`src/rtl/etapa_busqueda.sv`:
```
// Instruction fetch stage: PC, one-outstanding req/ack fetch, PROF-entry buffer toward decode.
// ETAPA_BUSQUEDA_DESALINEO_EN: a misaligned redirect sets sticky desalineo and halts fetch.
module etapa_busqueda #(
  parameter int unsigned     Bits      = 64,
  parameter int unsigned     Ancho     = 32,
  parameter int unsigned     PROF      = 2,
  parameter logic [Bits-1:0] PC_INICIO = '0
) (
  input  logic             clk,
  input  logic             reset,
  output logic             mem_req,
  output logic [Bits-1:0]  mem_addr,
  input  logic             mem_ack,
  input  logic [Ancho-1:0] mem_rdata,
  input  logic             salto_valido,
  input  logic [Bits-1:0]  salto_destino,
  output logic             inst_valida,
  input  logic             inst_ready,
  output logic [Ancho-1:0] Instruccion,
`ifdef ETAPA_BUSQUEDA_DESALINEO_EN
  output logic             desalineo,
`endif
  output logic [Bits-1:0]  PC_inst
);

  localparam int unsigned PW = $clog2(PROF);
  localparam int unsigned CW = PW + 1;
  localparam logic [CW-1:0] LLENO = CW'(PROF);

  localparam logic [1:0] ARRANQUE = 2'd0;
  localparam logic [1:0] PIDE     = 2'd1;
  localparam logic [1:0] DESCARTA = 2'd2;

  logic [1:0]       estado_q, estado_d;
  logic [Bits-1:0]  pc_q, pc_d;
  logic [Bits-1:0]  dir_vieja_q, dir_vieja_d;
  logic [CW-1:0]    cuenta_q, cuenta_d;
  logic [PW-1:0]    rd_q, rd_d, wr_q, wr_d;
  logic [Ancho-1:0] inst_ult_q;
  logic [Bits-1:0]  pc_ult_q;
  logic [Ancho-1:0] inst_mem [PROF];
  logic [Bits-1:0]  pc_mem   [PROF];

  logic            detenido;
  logic            ack_ok;
  logic            push;
  logic            pop;
  logic [Bits-1:0] destino;

`ifdef ETAPA_BUSQUEDA_DESALINEO_EN
  localparam logic [Bits-1:0] PC_RESET = PC_INICIO;
  logic desal_q;

  assign desalineo = desal_q;
  assign detenido  = desal_q;
  assign destino   = salto_destino;

  always_ff @(posedge clk) begin
    if (reset) begin
      desal_q <= 1'b0;
    end else if (salto_valido && (salto_destino[1:0] != 2'b00)) begin
      desal_q <= 1'b1;
    end
  end
`else
  // Without the check, the PC is kept word aligned so mem_addr[1:0] is always zero.
  localparam logic [Bits-1:0] PC_RESET = {PC_INICIO[Bits-1:2], 2'b00};
  logic unused_bajo;

  assign unused_bajo = ^salto_destino[1:0];
  assign detenido    = 1'b0;
  assign destino     = {salto_destino[Bits-1:2], 2'b00};
`endif

  always_comb begin
    mem_req  = 1'b0;
    mem_addr = '0;
    case (estado_q)
      PIDE: begin
        mem_req  = (cuenta_q < LLENO) && !detenido;
        mem_addr = pc_q;
      end
      DESCARTA: begin
        mem_req  = 1'b1;
        mem_addr = dir_vieja_q;
      end
      default: ;
    endcase
  end

  assign ack_ok      = mem_req & mem_ack;
  assign push        = (estado_q == PIDE) && ack_ok && !salto_valido;
  assign inst_valida = (cuenta_q != '0);
  assign pop         = inst_valida && inst_ready && !salto_valido;
  assign Instruccion = inst_valida ? inst_mem[rd_q] : inst_ult_q;
  assign PC_inst     = inst_valida ? pc_mem[rd_q]   : pc_ult_q;

  always_comb begin
    estado_d    = estado_q;
    pc_d        = pc_q;
    dir_vieja_d = dir_vieja_q;
    case (estado_q)
      ARRANQUE: begin
        estado_d = PIDE;
        if (salto_valido) pc_d = destino;
      end
      PIDE: begin
        if (ack_ok) begin
          pc_d = salto_valido ? destino : pc_q + Bits'(4);
        end else if (salto_valido) begin
          pc_d = destino;
          // The request already on the bus must complete; remember its address to hold it.
          if (mem_req) begin
            estado_d    = DESCARTA;
            dir_vieja_d = pc_q;
          end
        end
      end
      DESCARTA: begin
        if (salto_valido) pc_d = destino;
        if (mem_ack) estado_d = PIDE;
      end
      default: estado_d = ARRANQUE;
    endcase
  end

  always_comb begin
    cuenta_d = cuenta_q;
    rd_d     = rd_q;
    wr_d     = wr_q;
    if (salto_valido) begin
      cuenta_d = '0;
      rd_d     = '0;
      wr_d     = '0;
    end else begin
      if (push) wr_d = wr_q + PW'(1);
      if (pop)  rd_d = rd_q + PW'(1);
      if (push && !pop) begin
        cuenta_d = cuenta_q + CW'(1);
      end else if (pop && !push) begin
        cuenta_d = cuenta_q - CW'(1);
      end
    end
  end

  always_ff @(posedge clk) begin
    if (reset) begin
      estado_q    <= ARRANQUE;
      pc_q        <= PC_RESET;
      dir_vieja_q <= '0;
      cuenta_q    <= '0;
      rd_q        <= '0;
      wr_q        <= '0;
      inst_ult_q  <= '0;
      pc_ult_q    <= '0;
    end else begin
      estado_q    <= estado_d;
      pc_q        <= pc_d;
      dir_vieja_q <= dir_vieja_d;
      cuenta_q    <= cuenta_d;
      rd_q        <= rd_d;
      wr_q        <= wr_d;
      // Remember what was last presented so an empty buffer keeps showing it.
      inst_ult_q  <= Instruccion;
      pc_ult_q    <= PC_inst;
    end
  end

  always_ff @(posedge clk) begin
    if (push) begin
      inst_mem[wr_q] <= mem_rdata;
      pc_mem[wr_q]   <= pc_q;
    end
  end

endmodule

```
`config.mk`:
```
export PLATFORM = sky130hd
export DESIGN_NAME = etapa_busqueda
export DESIGN_NICKNAME = d
export VERILOG_FILES = /design/src/rtl/etapa_busqueda.sv
export SDC_FILE = /design/constraint.sdc
export NUM_CORES = 1
export LEC_CHECK = 0
export CAP_MARGIN = 30
export CORE_MARGIN = 3
export CORE_UTILIZATION = 55
export CTS_CLUSTER_SIZE = 20
export DETAILED_ROUTE_END_ITERATION = 10
export PLACE_DENSITY = 0.89
export SLEW_MARGIN = 15
export SYNTH_ARGS = -nofsm -noshare
export SYNTH_HDL_FRONTEND = slang
export SYNTH_SLANG_ARGS = --single-unit
```
`constraint.sdc`:
```
create_clock -name clk -period 6.64 [get_ports clk]
set_input_delay 0.664 -clock clk [delete_from_list [all_inputs] [get_ports clk]]
set_output_delay 0.664 -clock clk [all_outputs]
set_load 0.005 [all_outputs]
```
# After elaboration in Yosys (flattened, before gate mapping)
# Memory sizes are Yosys's and may differ from the RTL's. A register that Yosys moved wholly into a read port is not among the register bits.
# Index checks and enable logic that the tools add are counted.
[classes]
n_mux = 21
order_cmp = 1
shifts = 0
n_eq_ne = 6
add_sub_neg = 5
bitwise_logic = 2
div = 0
n_reduce_logical = 17
n_mul = 0
[op_table]
columns = ["op", "count"]
rows = [
  ["$mux 64", 4],
  ["$pmux 64 s2", 2],
  ["$add 64x3->64 const B", 1],
  ["$mux 32", 1],
  ["$mux 2", 6],
  ["$ne 2x2->1 const B", 4],
  ["$reduce_and 4->1", 2],
  ["$logic_and 1x1->1", 6],
  ["$mux 1", 6],
  ["$pmux 2 s3", 1],
  ["$reduce_bool 2->1", 3],
  ["$reduce_or 2->1", 2],
  ["$logic_not 1->1", 3],
  ["$add 1x1->1 const B", 2],
  ["$add 2x1->2 const B", 1],
  ["$eq 2x1->1 const B", 1],
  ["$eq 2x2->1 const B", 1],
  ["$logic_not 2->1", 1],
  ["$lt 2x2->1 const B", 1],
  ["$pmux 1 s2", 1],
  ["$sub 2x1->2 const B", 1],
  ["$and 1x1->1", 1],
  ["$not 1->1", 1],
]
[totals]
in_bits = 101
latch_bits = 0
mem_count = 2
ramBits = 192
register_bits = 230
out_inout_bits = 162
mem_bits_ro = 0
word_cells = 62
[mem_list]
columns = ["name", "depth", "word_bits", "read_ports", "rd_clocked_by_memory_dff", "wr", "line_no", "source"]
rows = [
  ["pc_mem", 2, 64, 1, 1, 1, "42", "logic [Bits-1:0] pc_mem [PROF];"],
  ["inst_mem", 2, 32, 1, 1, 1, "41", "logic [Ancho-1:0] inst_mem [PROF];"],
]

# Depth between registers and ports, before layout
# Gate-level depths: netlist of run 1.
[depth]
depth_word = 9
mapped_depth = 11

# Least setup slack after synthesis of run 1
# No wires, ideal clock.
[synth_timing]
path_type = "input port to flip-flop"
start = "input salto_valido"
end = "memory inst_mem[0][0], enable pin"
arrival_ns = 5.471
path_slack_ns = 0.617
setup_ns = 0.552
path_stages = 5
path_buffers = 2
required_time_ns = 6.088
cell_sequence = "clkbuf_1 inv_1 buf_1 nand4_1 nor2_1"
[synth_via]
elab_chain_cells = 4
[synth_lines]
columns = ["item", "line_no", "source"]
rows = [
  ["from (decl)", "15", "input logic salto_valido,"],
  ["$logic_not 1->1", "92", "assign push = (estado_q == PIDE) && ack_ok && !salto_valido;"],
  ["$logic_and 1x1->1", "92", ""],
  ["$mux 1", "170", "if (push) begin"],
  ["$mux 1 (not written as such)", "171", "inst_mem[wr_q] <= mem_rdata;"],
  ["to (decl)", "41", ""],
]
# Every way passes these cells.

# Worst setup path in the final report of run 1
[layout_timing]
start = "register cuenta_q[1]"
end = "output PC_inst[31]"
[layout_via]
elab_chain_cells = 2
[layout_lines]
columns = ["item", "line_no", "source"]
rows = [
  ["from (decl)", "37", "logic [CW-1:0] cuenta_q, cuenta_d;"],
  ["from (signal assigned)", "160", "cuenta_q <= cuenta_d;"],
  ["$reduce_bool 2->1", "93", "assign inst_valida = (cuenta_q != '0);"],
  ["$mux 64", "96", "assign PC_inst = inst_valida ? pc_mem[rd_q] : pc_ult_q;"],
  ["to (decl)", "23", "output logic [Bits-1:0] PC_inst"],
]
# Every way passes these cells.

==> run metrics, run 1 <==
Die ar. 35,100 um^2; die width 187 um; Design Area, Final 22,400 um^2; Worst Hold Margin 455 ps; fin. max-slew vios 0; fraction of synthesized cell area taken by the top area cell type 0.319; area added between synthesis and finish 23.6%; TritonCTS Sinks 423; number of standard cells in the layout, taps in and fillers out 2,451; ant diodes 0; row cnt 65; H-tree depth reported by CTS 2; number of distinct standard cells referenced by the synthesized netlist 52; number of antenna-violating nets in the routed design 0; setup ws final 2610 ps; total detailed-routing wirelength 49.3 mm; power per cell area 276 nW/um^2; first-pass GRT wire length 76.4 mm; number of synthesized register bits 423; Hold Path Class reg2reg; count of endpoints failing hold in the final timing report 0; Via-to-Cell Ratio 5.98; P_int 4.58 mW; total global routing overflow 0; proportion of synthesized flip-flops having asynchronous set or reset 0; count of hold-fix buffers inserted at cts 0; share of the core filled with cells 0.700; fin crit share 0.607; largest fanout of any net on the critical path 82; clock insertion delay at the later pin of the skew report 550 ps; relative contribution of sequential cells to total power 0.475; relative contribution of combinational cells to total power 0.131; setup repair after global routing missed its margin false; area inside the core boundary 32,000 um^2; buffers from clock root to sink, at most 3; top-level I/O count 263; leading cell types by count after synthesis nand2_1 (277), dfxtp_1 (231), edfxtp_1 (192); most numerous cell in the Yosys netlist nand2_1; slew margin rel. 0.380; Worst Max-Slew Pin Slew 930 ps; top cells by area, synth edfxtp_1 (32%), dfxtp_1 (26%), mux2i_1 (6.5%); clock-pin slew reported for the worst setup and hold paths after clock tree synthesis 60 ps; area of the mapped netlist 18,100 um^2; worst-case vdd ir drop 0.000199 V; All-Layer GR Usage 0.269; switching power 1.58 mW; CP Launch Type flip-flop; gpl congestion 0.881; Max-Cap Viols 0; IO Port Bufs 260; Wirelength per Cell 20.1 um; crit end category output port; reported leakage power 7.29 nW; Post-synth EDFFs 192; detailed-routing iteration count for the pre-antenna-repair pass 6; status finished, final reports clean; via count of the first global-routing pass 14,000; post-CTS setup-driven buffer insertion count 0; min Tclk post-route 4030 ps; area after detailed placement 20,900 um^2; Via Count 14,657; number of antenna violations at the first check in global routing 1; worst setup path class reg2out; leading area contributor after synthesis edfxtp_1; Most used DFF post-synth dfxtp_1; number of clock buffers inserted by TritonCTS 43; fraction of the yosys area taken by sequential cells 0.574; number of remaining DRC errors 0; net switching fraction of the power 0.256; synthesized instance count 1,797; fraction of final layout cells with drive strength greater than 1 0.0521; maximum clock frequency 248 MHz; total placed cells including tap cells 2,368; worst slack after detailed placement 2760 ps; Required @ worst endpoint 5980 ps; power share of the clock group 0.394; Initial Utilization 0.566; detailed placement HPWL 31.7 mm; number of nets in the layout 2,089; YS warnings 0; CTS root buffer clkbuf_16; Syn Nets 1,905; violation count after the first detailed-route iteration 1,552; height of the die 187 um; final worst clock skew 25.4 ps; signal arrival time at the worst endpoint 3370 ps; setup violators final 0; post_cts resized 0; average instance area after synthesis 10.1 um^2; post-layout total power 6.16 mW; TritonCTS clock tree done; Total Negative Setup Slacks 0 ps; pin count of the biggest net entering global routing 106
-- worst max-delay path, cell delays in order (launching register included) --
cell,delay (ps)
dfxtp_1,390
nor2_4,710
buf_4,720
nand2_1,130
o21ai_0,180
clkdlybuf4s50_1,660
-- path summary, 6_finish.rpt --
check,cells after the start,from,slack [ps],to
max reg2reg,9,estado_q[0],2700,pc_q[52]
min,2,dir_vieja_q[2],460,dir_vieja_q[2]
max,5,cuenta_q[1],2610,PC_inst[31]
min reg2reg,2,dir_vieja_q[2],460,dir_vieja_q[2]
-- metal layers --
metal / GRT usage / vias up / routed length, um
met3: 0.0555 / 114 / 5100
met2: 0.432 / 826 / 22600
met4: 0.0773 / 2 / 1350
li1: - / 6780 / -
met5: 0 / - / 13
met1: 0.371 / 6935 / 20200
-- cells by family (layout without fill, tap and decap cells) --
family	Yosys count	in the layout	synth area share
compound gates	409	409	0.136
simple gates	676	676	0.183
buf+inv	159	378	0.0337
fa+ha+maj	7	7	0.00484
flops	423	423	0.574
mux	117	117	0.0647
xor+xnor	6	6	0.00290
-- power by group through the flow --
stage          logic (mW)  registers [mW]  clock network, mW
6_report            0.810            2.93               2.43
5_1_grt             0.873            2.93               2.56
4_1_cts             0.803            2.92               2.45
3_5_place_dp        0.796            2.97                  0
3_3_place_gp        0.770            2.96                  0
2_1_floorplan       0.530            2.91                  0
-- final cells by class --
class / count / area (um^2)
inverter: 13 / 48.8
clock inverter: 25 / 258
timing repair buffer: 285 / 2820
fill: 2216 / 9600
multi-input combinational: 1215 / 7140
sequential: 423 / 10400
tap: 435 / 544
clock buffer: 55 / 1150
-- layout by cell type (no fill, tap or decap), types with 7 or more instances in the layout --
cell and instances:
edfxtp_1 192, mux2i_1 117, buf_4 21, nor3_1 15, inv_1 12, nor2_1 76
nand3_1 40, clkbuf_1 10, dfxtp_1 230, clkbuf_16 44, o22ai_1 14, or3_1 7
nand4_1 22, a32o_1 9, nor4_1 14, a31oi_1 11, a22oi_1 85, a21oi_1 119
clkdlybuf4s50_1 258, and2_1 101, and3_1 18, clkinv_1 11, o21ai_0 131, nor2b_1 70
nand2_1 277, and4_1 8, a22o_1 7
-- flip-flops by register name, indices dropped and copies added (netlist names), named ones only --
| name | flops |
|---|---|
| inst_ult_q | 32 |
| wr_q | 1 |
| estado_q | 2 |
| dir_vieja_q | 64 |
| inst_mem | 64 |
| pc_ult_q | 64 |
| pc_mem | 128 |
| rd_q | 1 |
| cuenta_q | 2 |
| pc_q | 64 |
Note: power is estimated with default switching activity, not from simulation.
==> run 2, diff against run 1 <==
CORE_UTILIZATION = 49   (was 55)
PLACE_DENSITY = 0.84   (was 0.89)
clock period = 3.3 ns   (was 6.64 ns; I/O delays follow)
==> run metrics, run 2 (same netlist as run 1, synthesis figures left out) <==
fin. max-slew vios 0; row cnt 69; status finished, final reports clean; Max-Cap Viols 0; total placed cells including tap cells 2,447; Worst Max-Slew Pin Slew 921 ps; die width 198 um; critical-path cell with the highest stage delay buf_4; relative contribution of combinational cells to total power 0.138; most common cell after layout, fill and taps aside nand2_1; max FFs per register 128; clock insertion delay at the later pin of the skew report 550 ps; fraction of final layout cells with drive strength greater than 1 0.0828; share of the core filled with cells 0.642; pin count of the biggest net entering global routing 117; H-tree depth reported by CTS 2; power per cell area 566 nW/um^2; min Tclk post-route 3140 ps; number of antenna-violating nets in the routed design 0; first-pass GRT wire length 78.6 mm; signal arrival time at the worst endpoint 2810 ps; ant diodes 0; number of nets in the layout 2,140; area inside the core boundary 36,000 um^2; number of clock buffers inserted by TritonCTS 43; largest fanout of any net on the critical path 68; setup violators final 0; total detailed-routing wirelength 51.3 mm; detailed-routing iteration count for the pre-antenna-repair pass 6; area added between synthesis and finish 27.8%; Initial Utilization 0.503; number of standard cells in the layout, taps in and fillers out 2,527; Via Count 14,879; highest-count cells in the layout ignoring fill and taps nand2_1 (277), clkdlybuf4s50_1 (258), dfxtp_1 (230), edfxtp_1 (192), o21ai_0 (131); via count of the first global-routing pass 13,887; height of the die 198 um; fin crit share 0.953; Hold Path Class in2reg; net switching fraction of the power 0.248; reported leakage power 7.70 nW; CTS root buffer clkbuf_16; TritonCTS Sinks 423; All-Layer GR Usage 0.253; IO Port Bufs 260; ordered list of cells on the worst path inv_1, ha_2, buf_4, a22oi_1, nor2b_1, clkdlybuf4s50_1; Required @ worst endpoint 2970 ps; Worst Hold Margin 220 ps; TritonCTS clock tree done; Wirelength per Cell 20.3 um; buffers from clock root to sink, at most 3; total global routing overflow 0; gpl congestion 0.919; maximum clock frequency 318 MHz; CP Launch Type flip-flop; violation count after the first detailed-route iteration 1,526; detailed placement HPWL 34.7 mm; clock-pin slew reported for the worst setup and hold paths after clock tree synthesis 60 ps; number of antenna violations at the first check in global routing 0; CP peak stage delay 560 ps; final worst clock skew 24.1 ps; crit end category output port; number of remaining DRC errors 0; Die ar. 39,300 um^2; count of hold-fix buffers inserted at cts 0; power share of the clock group 0.420; count of endpoints failing hold in the final timing report 0; switching power 3.25 mW; top-level I/O count 263; Largest Register pc_mem; Via-to-Cell Ratio 5.89; worst-case vdd ir drop 0.000370 V; relative contribution of sequential cells to total power 0.442; setup repair after global routing missed its margin false; worst setup path class reg2out; P_int 9.85 mW; slew margin rel. 0.386
## run 2: cell count changes in the layout (fill, tap and decap cells not counted), moves of 2 or more
cell,before,now
clkbuf_8,1,5
clkinv_2,5,7
clkinv_1,11,1
clkbuf_2,2,0
buf_12,2,12
buf_4,21,63
clkbuf_1,10,5
clkinv_4,1,4
clkbuf_16,44,46
bufinv_16,5,10
## run 2: per-layer routing
metal	share of wire	GRT usage
met2	0.45	0.389
met5	0	0
met3	0.11	0.0602
met1	0.41	0.356
met4	0.030	0.0794
## run 2: area by class of cell
type,instances,area (um^2)
well taps,461,577
clock buffers,56,1240
flip-flops and latches,423,10400
clock inverters,23,382
inverters,13,48.8
multi-input cells,1215,7150
fillers,2684,12900
repair buffers,336,3340
## run 2: power by group through the flow
stage	sequential (mW)	clock, mW	combinational (mW)
6_report	5.79	5.50	1.81
3_3_place_gp	5.88	0	1.72
3_5_place_dp	5.89	0	1.77
4_1_cts	5.78	5.58	1.79
5_1_grt	5.80	5.80	1.95
2_1_floorplan	5.85	0	1.07
## run 2: stage by stage
step	instance area, um^2	power (mW)	setup WS, ps	TNS, ps
finish	23100	13.1	156	0
global route	23100	13.5	44.2	0
CTS	23100	13.2	85.5	0
detailed placement	21500	7.66	185	0
global placement	21500	7.60	231	0
floorplan	18100	6.92	-934	-179340
## run 2: critical path, delay by kind of cell (launching register included)
family                   cells  cell delay, ps
AO/OA/AOI/OAI                1             330
adder cells (fa/ha/maj)      1             200
AND/OR/NAND/NOR              1             170
flip-flops                   1             340
buffers and inverters        3            1190
## run 2: worst paths after layout
kind	from	to	slack (ps)	cells past startpoint
worst min-delay path	reset	pc_q[58]	220	2
worst max register to register	pc_q[2]	pc_q[52]	240	7
worst max-delay path	estado_q[1]	mem_addr[63]	160	6
worst min register to register	dir_vieja_q[12]	dir_vieja_q[12]	450	2
## run 2: timing repair
action	CTS	global route
gates resized for setup	0	2
setup buffers	0	0
setup endpoints to repair	0	3
